--- src/rtl/fpnew_pkg.sv ---
// Floating-point shared types: rounding modes and a helper that identifies
// the stochastic modes that consume LFSR randomness.
package fpnew_pkg;

  typedef enum logic [2:0] {
    RNE = 3'b000,
    RTZ = 3'b001,
    RDN = 3'b010,
    RUP = 3'b011,
    RMM = 3'b100,
    ROD = 3'b101,
    RSR = 3'b110,
    RR  = 3'b111
  } roundmode_e;

  function automatic logic is_stochastic(roundmode_e mode);
    return (mode == RSR) || (mode == RR);
  endfunction

endpackage

--- src/rtl/fpnew_rounding.sv ---
// Rounds a magnitude by its {round,sticky} bits under the given mode and
// flags exact zeros; stochastic modes draw on an internal LFSR.
module fpnew_rounding
  import fpnew_pkg::*;
#(
  parameter int unsigned AbsWidth     = 2,
  parameter int unsigned EnableRSR    = 0,
  parameter int unsigned RsrPrecision = 12,
  parameter int unsigned LfsrWidth    = 32
) (
  input  logic                    clk_i,
  input  logic                    rst_ni,
  input  logic [AbsWidth-1:0]     abs_value_i,
  input  logic                    sign_i,
  input  logic [1:0]              round_sticky_bits_i,
  input  logic [RsrPrecision-1:0] stochastic_rounding_bits_i,
  input  roundmode_e              rnd_mode_i,
  input  logic                    effective_subtraction_i,
  input  logic                    en_rsr_i,
  output logic [AbsWidth-1:0]     abs_rounded_o,
  output logic                    sign_o,
  output logic                    exact_zero_o
);

  localparam logic [LfsrWidth-1:0] Taps = LfsrWidth'(32'h8020_0003);

  logic [LfsrWidth-1:0]  r_lfsr;
  logic [RsrPrecision:0] w_sr_sum;
  logic                  w_round_up;
  logic                  w_inexact;

  // With stochastic rounding disabled the LFSR never leaves its seed and folds away.
  always_ff @(posedge clk_i or negedge rst_ni) begin
    if (!rst_ni) begin
      r_lfsr <= LfsrWidth'(1);
    end else if ((EnableRSR != 0) && en_rsr_i) begin
      r_lfsr <= {r_lfsr[LfsrWidth-2:0], ^(r_lfsr & Taps)};
    end
  end

  assign w_sr_sum  = {1'b0, stochastic_rounding_bits_i} + {1'b0, r_lfsr[RsrPrecision-1:0]};
  assign w_inexact = |round_sticky_bits_i;

  always_comb begin
    w_round_up = 1'b0;
    unique case (rnd_mode_i)
      RNE: w_round_up = round_sticky_bits_i[1] & (round_sticky_bits_i[0] | abs_value_i[0]);
      RTZ: w_round_up = 1'b0;
      RDN: w_round_up = w_inexact & sign_i;
      RUP: w_round_up = w_inexact & ~sign_i;
      RMM: w_round_up = round_sticky_bits_i[1];
      ROD: w_round_up = w_inexact & ~abs_value_i[0];
      RSR: w_round_up = w_sr_sum[RsrPrecision];
      RR:  w_round_up = w_inexact & r_lfsr[LfsrWidth-1];
      default: w_round_up = 1'b0;
    endcase
  end

  assign abs_rounded_o = abs_value_i + AbsWidth'(w_round_up);
  assign exact_zero_o  = (abs_value_i == '0) && (round_sticky_bits_i == 2'b00);
  assign sign_o = (exact_zero_o && effective_subtraction_i) ? (rnd_mode_i == RDN) : sign_i;

endmodule

--- src/rtl/fpnew_rr_arb.sv ---
// Round-robin arbiter: grants the first valid requester at or after the
// pointer (with wrap); the pointer moves past the winner on each transfer.
module fpnew_rr_arb #(
  parameter int unsigned NumReq = 2,
  localparam int unsigned IdxW = $clog2(NumReq)
) (
  input  logic              clk_i,
  input  logic              rst_i,
  input  logic [NumReq-1:0] i_valid,
  input  logic              i_advance,
  output logic [NumReq-1:0] o_grant,
  output logic [IdxW-1:0]   o_idx,
  output logic              o_any
);

  logic [IdxW-1:0] r_ptr;

  always_comb begin : p_grant
    int j;
    j       = 0;
    o_grant = '0;
    o_idx   = '0;
    o_any   = 1'b0;
    for (int k = 0; k < NumReq; k++) begin
      j = int'(r_ptr) + k;
      if (j >= NumReq) j = j - NumReq;
      if (!o_any && i_valid[j]) begin
        o_any      = 1'b1;
        o_grant[j] = 1'b1;
        o_idx      = IdxW'(j);
      end
    end
  end

  always_ff @(posedge clk_i or posedge rst_i) begin
    if (rst_i) begin
      r_ptr <= '0;
    end else if (i_advance) begin
      r_ptr <= (o_idx == IdxW'(NumReq - 1)) ? '0 : o_idx + 1'b1;
    end
  end

endmodule

--- src/rtl/fpnew_rounding_arbiter.sv ---
// Shares one rounding datapath among NumReq requesters: round-robin grant,
// combinational rounding of the winner, single registered output stage.
module fpnew_rounding_arbiter
  import fpnew_pkg::*;
#(
  parameter int unsigned NumReq       = 2,
  parameter int unsigned AbsWidth     = 2,
  parameter int unsigned TagWidth     = 4,
  parameter int unsigned EnableRSR    = 0,
  parameter int unsigned RsrPrecision = 12,
  parameter int unsigned LfsrWidth    = 32,
  localparam int unsigned IdxW = $clog2(NumReq)
) (
  input  logic                           clk_i,
  input  logic                           rst_i,
  input  logic                           flush_i,
  input  logic [NumReq-1:0]              in_valid_i,
  output logic [NumReq-1:0]              in_ready_o,
  input  logic [NumReq*AbsWidth-1:0]     in_abs_i,
  input  logic [NumReq-1:0]              in_sign_i,
  input  logic [NumReq*2-1:0]            in_rs_i,
  input  logic [NumReq*RsrPrecision-1:0] in_sr_bits_i,
  input  logic [NumReq*3-1:0]            in_rnd_mode_i,
  input  logic [NumReq-1:0]              in_eff_sub_i,
  input  logic [NumReq*TagWidth-1:0]     in_tag_i,
  output logic                           out_valid_o,
  input  logic                           out_ready_i,
  output logic [AbsWidth-1:0]            out_abs_o,
  output logic                           out_sign_o,
  output logic                           out_zero_o,
  output logic [IdxW-1:0]                out_req_id_o,
  output logic [TagWidth-1:0]            out_tag_o
);

  logic [NumReq-1:0]       w_grant;
  logic [IdxW-1:0]         w_idx;
  logic                    w_any;
  logic                    w_accept;
  logic                    w_xfer;
  logic                    w_en_rsr;
  logic [AbsWidth-1:0]     w_abs;
  logic                    w_sign;
  logic [1:0]              w_rs;
  logic [RsrPrecision-1:0] w_sr;
  roundmode_e              w_mode;
  logic                    w_eff;
  logic [TagWidth-1:0]     w_tag;
  logic [AbsWidth-1:0]     w_rnd_abs;
  logic                    w_rnd_sign;
  logic                    w_rnd_zero;

  // Acceptance looks only at the output stage; reset and flush both block it.
  assign w_accept   = (~out_valid_o | out_ready_i) & ~flush_i & ~rst_i;
  assign w_xfer     = w_accept & w_any;
  assign in_ready_o = {NumReq{w_accept}} & w_grant;
  assign w_en_rsr   = (EnableRSR != 0) & w_xfer & is_stochastic(w_mode);

  fpnew_rr_arb #(.NumReq(NumReq)) u_arb (
    .clk_i     (clk_i),
    .rst_i     (rst_i),
    .i_valid   (in_valid_i),
    .i_advance (w_xfer),
    .o_grant   (w_grant),
    .o_idx     (w_idx),
    .o_any     (w_any)
  );

  always_comb begin
    w_abs  = '0;
    w_sign = 1'b0;
    w_rs   = '0;
    w_sr   = '0;
    w_mode = RNE;
    w_eff  = 1'b0;
    w_tag  = '0;
    for (int i = 0; i < NumReq; i++) begin
      if (w_grant[i]) begin
        w_abs  = in_abs_i[i*AbsWidth +: AbsWidth];
        w_sign = in_sign_i[i];
        w_rs   = in_rs_i[i*2 +: 2];
        w_sr   = in_sr_bits_i[i*RsrPrecision +: RsrPrecision];
        w_mode = roundmode_e'(in_rnd_mode_i[i*3 +: 3]);
        w_eff  = in_eff_sub_i[i];
        w_tag  = in_tag_i[i*TagWidth +: TagWidth];
      end
    end
  end

  fpnew_rounding #(
    .AbsWidth     (AbsWidth),
    .EnableRSR    (EnableRSR),
    .RsrPrecision (RsrPrecision),
    .LfsrWidth    (LfsrWidth)
  ) u_round (
    .clk_i                      (clk_i),
    .rst_ni                     (~rst_i),
    .abs_value_i                (w_abs),
    .sign_i                     (w_sign),
    .round_sticky_bits_i        (w_rs),
    .stochastic_rounding_bits_i (w_sr),
    .rnd_mode_i                 (w_mode),
    .effective_subtraction_i    (w_eff),
    .en_rsr_i                   (w_en_rsr),
    .abs_rounded_o              (w_rnd_abs),
    .sign_o                     (w_rnd_sign),
    .exact_zero_o               (w_rnd_zero)
  );

  always_ff @(posedge clk_i or posedge rst_i) begin
    if (rst_i) begin
      out_valid_o  <= 1'b0;
      out_abs_o    <= '0;
      out_sign_o   <= 1'b0;
      out_zero_o   <= 1'b0;
      out_req_id_o <= '0;
      out_tag_o    <= '0;
    end else if (flush_i) begin
      out_valid_o <= 1'b0;
    end else if (w_xfer) begin
      out_valid_o  <= 1'b1;
      out_abs_o    <= w_rnd_abs;
      out_sign_o   <= w_rnd_sign;
      out_zero_o   <= w_rnd_zero;
      out_req_id_o <= w_idx;
      out_tag_o    <= w_tag;
    end else if (out_ready_i) begin
      out_valid_o <= 1'b0;
    end
  end

endmodule

--- config.mk ---
export PLATFORM = sky130hd
export DESIGN_NAME = fpnew_rounding_arbiter
export DESIGN_NICKNAME = d
export VERILOG_FILES = /design/src/rtl/fpnew_pkg.sv /design/src/rtl/fpnew_rounding.sv /design/src/rtl/fpnew_rr_arb.sv /design/src/rtl/fpnew_rounding_arbiter.sv
export SDC_FILE = /design/constraint.sdc
export NUM_CORES = 1
export LEC_CHECK = 0
export BUFFER_PORTS_ARGS = -buffer_cell sky130_fd_sc_hd__buf_4
export CAP_MARGIN = 20
export CORE_ASPECT_RATIO = 1.4
export CORE_MARGIN = 2
export CORE_UTILIZATION = 32
export DETAILED_ROUTE_END_ITERATION = 10
export GPL_ROUTABILITY_DRIVEN = 0
export PLACE_DENSITY = 0.79
export SYNTH_ARGS = -nofsm -noshare
export SYNTH_HDL_FRONTEND = slang
export SYNTH_SLANG_ARGS = --single-unit
--- constraint.sdc ---
create_clock -name clk_i -period 1.9 [get_ports clk_i]
set_input_delay 0.19 -clock clk_i [delete_from_list [all_inputs] [get_ports clk_i]]
set_output_delay 0.19 -clock clk_i [all_outputs]
set_load 0.05 [all_outputs]
==> impl_results.md, run 1 <==
- Status: finished with violations
- Failing checks: negative setup slack
- Critical Path RT: 2.07 ns
- DRC: 0
- Vias in the first global route: 830
- Sink Count: 11
- Syn nets: 134
- CP Max Fanout: 7
- Number of port buffers: 43
- CP Launch Type: flip-flop
- Synth Flop Type: dfrtp_1
- Cell chain of the critical path: nand2b_4 > a32o_2 > or3b_1 > a32oi_1 > ha_1 > mux2_2
- Power per standard cell area: 801 nW/um^2
- Antenna violations before repair: 0
- Placed insts: 147
- DR pass1 iterations: 4
- Leakage power: 0.000598 uW
- Fillers: 201
- Final setup fails: 2
- Setup Crit Path Kind: reg -> reg
- Clock latency on the worst-skew pair: 0.28 ns
- Die W: 43.8 um
- Die height: 59.7 um
- Maximum Capacitance Violations: 0
- Synth cell types: 34
- Seq cells post-synth: 11
- GR Util All Layers: 0.174
- Final Cycle Share: 1.13
- Buffers & Inverters on Critical Path: 0
- Detail Route Antenna Nets: 0
- Row count: 20
- Die area: 2620 um^2
- Via count: 828
- Total congestion overflow: 0
- Nets: 190
- Layout overhead on the synthesized area: 68.8%
- Worst-path clk slew: 0.07 ns
- Clk buf depth: 2
- Crit-path slowest cell: dfrtp_1
- Worst min path class: in -> reg
- Initial Utilization: 0.334
- Arrival time at the worst endpoint: 2.32 ns
- Fmax: 465 MHz
- Post-DP HPWL: 1690 um
- Wirelength per Cell: 14.1 um
- DR vias/cell: 5.38
- Starting DRT DRC Count: 13
- Register area share after synthesis: 0.388
- Worst-Margin Slew: 0.461 ns
- Synth Area per Inst: 9.21 um^2
- Delay-heaviest family, CP: simple AND/OR/NAND/NOR gates
- Final setup skew: 0.00625 ns
- Area of the mapped netlist: 709 um^2
- Syn. warnings: 13
- CTS Root Buffer Type: clkbuf_4
- Critical Path Max Stage Delay: 0.43 ns
- Fin. Hold Viols: 0
- CTS tree: built
- First-pass GRT wire length: 3370 um
- Post-synth EDFFs: 0
- Worst vdd ir: 0.338 mV
- Post-Layout Cell Count: 154
- Final WS setup: -0.253 ns
- Fraction of final layout cells sized beyond drive strength 1: 0.515
- Asr flop ratio synth: 1.00
- Reg2Reg Setup Slack: -0.25 ns
- Design Power: 960 uW
- Max-slew headroom: 0.693
- RSZ-0062 raised after global routing: true
- Cells after Synth: 77
- ANT cells: 0
- Pin count of the biggest net entering global routing: 12
- Routed wire length: 2170 um
- CP Capture Type: flip-flop
- Num CTS Buffers: 3
- Slew Limit Fails: 0
- Tmin final: 2.15 ns
- Max H-tree Level: 1
- Core area: 2130 um^2
- Ports: 68
synthesized netlist by cell type, types with 3 or more instances:
| master | number | area, um^2 |
|---|---|---|
| a22oi_1 | 7 | 52.6 |
| a32o_1 | 4 | 40.0 |
| dfrtp_1 | 11 | 275 |
| nand2_1 | 9 | 33.8 |
| nor3_1 | 3 | 15.0 |
| o21ai_0 | 7 | 35.0 |
state kept, by name (all words and copies together) (netlist names):
| register | flops |
|---|---|
| u_arb.r_ptr | 1 |
| out_valid_o | 1 |
| out_sign_o | 1 |
| out_zero_o | 1 |
| out_abs_o | 2 |
| out_req_id_o | 1 |
| out_tag_o | 4 |
worst paths after layout:
kind / from / end / cells past startpoint
min in group asynchronous: rst_i / out_tag_o[1] / 3
max in group asynchronous: rst_i / out_tag_o[2] / 3
setup reg to reg: u_arb.r_ptr / out_abs_o[0] / 6
hold / removal: flush_i / out_valid_o / 2
hold reg to reg: out_tag_o[1] / out_tag_o[1] / 2
setup / recovery: u_arb.r_ptr / out_abs_o[0] / 6
stage by stage:
| step | hold slack, ns | setup TNS (ns) | util | instance area [um^2] | worst slack [ns] |
|---|---|---|---|---|---|
| after global placement | 0.209 | -0.386 | 0.522 | 1110 | -0.237 |
| after CTS | 0.118 | -0.409 | 0.546 | 1160 | -0.237 |
| final | 0.116 | -0.424 | 0.563 | 1200 | -0.253 |
| after detailed placement | 0.228 | -0.489 | 0.522 | 1110 | -0.271 |
| after global routing | 0.144 | -0.551 | 0.563 | 1200 | -0.308 |
| after floorplan | 0.0424 | -0.0639 | - | 721 | -0.0639 |
placed cells by master (no fill, tap or decap), types with 2 or more instances in the layout:
master	Yosys	layout
dfrtp_1	11	11
inv_1	2	2
nand2_1	9	9
or2_2	2	2
buf_4	1	54
o21ai_0	7	7
clkbuf_4	0	3
nor3_1	3	2
nor2b_1	2	2
a22oi_1	7	7
nor4_1	2	2
a32o_1	4	3
what timing repair did:
action	4_1_cts	5_1_grt
buffers inserted	0	2
hold endpoints to repair	11	0
endpoints found under the setup margin	2	3
hold buffers	1	0
pin swaps	0	5
resized for setup	2	3
metal layers:
layer / share of wire / wire length [um] / global-route usage
met3: 0.079 / 172 / 0.0363
met5: 0 / 0 / 0
met4: 0.030 / 65 / 0.104
met2: 0.54 / 1180 / 0.317
met1: 0.35 / 760 / 0.176
cell families after synthesis:
| group | synth area share |
|---|---|
| muxes | 0.0300 |
| adders and majority gates | 0.0176 |
| buffers and inverters | 0.0494 |
| xor gates and xnor gates | 0.0123 |
| DFF | 0.388 |
| and+or+nand+nor | 0.219 |
| AOI/OAI and AO/OA | 0.284 |
where the power goes:
group | internal [uW] | leakage, uW | switching (uW)
Clock | 81.5 | 0.0000150 | 80.7
Combinational | 197 | 0.000444 | 290
Sequential | 281 | 0.000138 | 29.1
area by class of cell:
type	count	area (um^2)	share of cell area
inverter	2	7.51	0.00627
sequential	11	275	0.230
clock buffer	4	26.3	0.0219
multi-input combinational	60	445	0.372
timing repair buffer	55	415	0.347
tap	22	27.5	0.0230
No activity file was read; power rests on OpenSTA's default activity.
==> run 2, diff against run 1 <==
Settings changed: SLEW_MARGIN from default to 20, TNS_END_PERCENT from default to 1.
==> run 2 against run 1 <==
Against the previous run: flip-flop and latch count unchanged; sequential power about the same; routed wire length decreased by 3.1%; the flow still finishes with violations (negative setup slack); combinational power rose by 1%; sequential share of layout area down 0.072 points; non-clock buffer count up 1; register-to-register slack better by 0.02 ns; largest cell class unchanged.
==> impl_results.md, run 2 (same netlist as run 1, synthesis figures left out) <==
- Area after DPL: 1110 um^2
- Tmin final: 2.13 ns
- Power per standard cell area: 795 nW/um^2
- Detail Route Antenna Nets: 0
- Die height: 59.7 um
- Fillers: 197
- Worst vdd ir: 0.355 mV
- Final Cycle Share: 1.12
- Largest registers: out_tag_o x4, out_abs_o x2
- DR pass1 iterations: 2
- Initial Utilization: 0.334
- DRC: 0
- Slew Limit Fails: 0
- Clk buf depth: 2
- Fmax: 469 MHz
- Fin. Hold Viols: 0
- ANT cells: 0
- Final setup fails: 2
- Reg2Reg Setup Slack: -0.23 ns
- Most common cell after layout, fill and taps aside: buf_4
- Core area: 2130 um^2
- Sink Count: 11
- Setup Crit Path Kind: reg -> reg
- Fin area: 1200 um^2
- Worst r2r src: u_arb.r_ptr
- Arrival time at the worst endpoint: 2.28 ns
- Clock latency on the worst-skew pair: 0.26 ns
- Fraction of final layout cells sized beyond drive strength 1: 0.526
- Nets: 191
- Antenna violations before repair: 0
- Row count: 20
- Via count: 826
- Leakage power: 0.000601 uW
- Max H-tree Level: 1
- Most frequent cells in the layout: 55 x buf_4, 11 x dfrtp_1, 9 x nand2_1
- Worst-Margin Slew: 0.403 ns
- Die area: 2620 um^2
- Hold_sp: flush_i
- Worst-path clk slew: 0.07 ns
- Max reg flops: 4
- Number of port buffers: 43
- CTS Root Buffer Type: clkbuf_4
- CP Launch Type: flip-flop
- DR vias/cell: 5.33
- CP Capture Type: flip-flop
- Num CTS Buffers: 3
- Biggest register: out_tag_o
- CP Max Fanout: 6
- RR Endpoint: out_abs_o[0]
- Status: finished with violations
- Hold slack: 0.141 ns
- First-pass GRT wire length: 3400 um
- Final setup skew: 0.00192 ns
- GR Util All Layers: 0.176
- Worst Hold Path EP: out_valid_o
- Layout overhead on the synthesized area: 69.3%
- Starting DRT DRC Count: 14
- Vias in the first global route: 820
- CP startpoint: u_arb.r_ptr
- Worst reg2reg path depth: 6
- Total congestion overflow: 0
- Routed wire length: 2100 um
- Worst min path class: in -> reg
- Pin count of the biggest net entering global routing: 12
- Maximum Capacitance Violations: 0
- Die W: 43.8 um
- Critical Path RT: 2.05 ns
- RSZ-0062 raised after global routing: true
- Failing checks: negative setup slack
- Max-slew headroom: 0.731
- Ports: 68
- CTS tree: built
- Final WS setup: -0.232 ns
- Post-DP HPWL: 1700 um
- Hold path cells: 2
- Wirelength per Cell: 13.6 um
==> run 2: changes by cell type in the layout (fill, tap and decap cells not counted), sizes merged <==
cell | before | now
buf | 54 | 55
==> run 2: cell type report <==
type | instances | area [um^2] | area share
Inverter | 2 | 7.51 | 0.00625
Clock buffer | 4 | 26.3 | 0.0219
Tap cell | 22 | 27.5 | 0.0229
Sequential cell | 11 | 275 | 0.229
Timing Repair Buffer | 56 | 423 | 0.352
Multi-Input combinational cell | 60 | 442 | 0.368
==> run 2: worst max-delay path by stage <==
stage | cells after the start | to
floorplan | 6 | out_abs_o[0]
global placement | 8 | out_abs_o[0]
detailed placement | 6 | out_abs_o[0]
CTS | 6 | out_abs_o[0]
global route | 6 | out_abs_o[0]
finish | 6 | out_abs_o[0]
==> run 2: power breakdown <==
| part | internal, uW | switching (uW) | leakage [uW] |
|---|---|---|---|
| clock | 81.1 | 71.5 | 0.0000150 |
| combinational | 202 | 291 | 0.000448 |
| sequential | 281 | 28.4 | 0.000138 |
| total | 564 | 390 | 0.000601 |
==> run 2: timing repair <==
item	in CTS	in global routing
resized for setup	4	2
buffers inserted	3	0
pin swaps	5	2
endpoints found under the hold margin	11	0
setup endpoints to repair	2	3
hold buffers	1	0
==> run 2: critical path: stages (launching register included) <==
cell and delay (ns):
dfrtp_1 0.43, nand2b_4 0.19, a32oi_2 0.25, or3b_4 0.42, a32oi_2 0.22, ha_1 0.26
mux2_2 0.25
==> run 2: stage by stage <==
| step | utilization | std cells | setup slack, ns | total power [uW] | setup TNS, ns |
|---|---|---|---|---|---|
| floorplan | - | 77 | -0.0790 | 603 | -0.0790 |
| global placement | 0.521 | 147 | -0.217 | 766 | -0.313 |
| detailed placement | 0.521 | 147 | -0.258 | 779 | -0.406 |
| CTS | 0.562 | 155 | -0.229 | 960 | -0.346 |
| global route | 0.565 | 155 | -0.287 | 1010 | -0.472 |
| finish | 0.565 | 155 | -0.232 | 955 | -0.346 |
==> run 2: per-layer routing <==
metal  part of all wire  GRT usage  vias to the layer above
met5                  0          0                        -
met4                  0     0.0649                        0
met3              0.078     0.0332                        0
met2               0.58      0.347                       33
met1               0.34      0.174                      390
li1                   -          -                      403
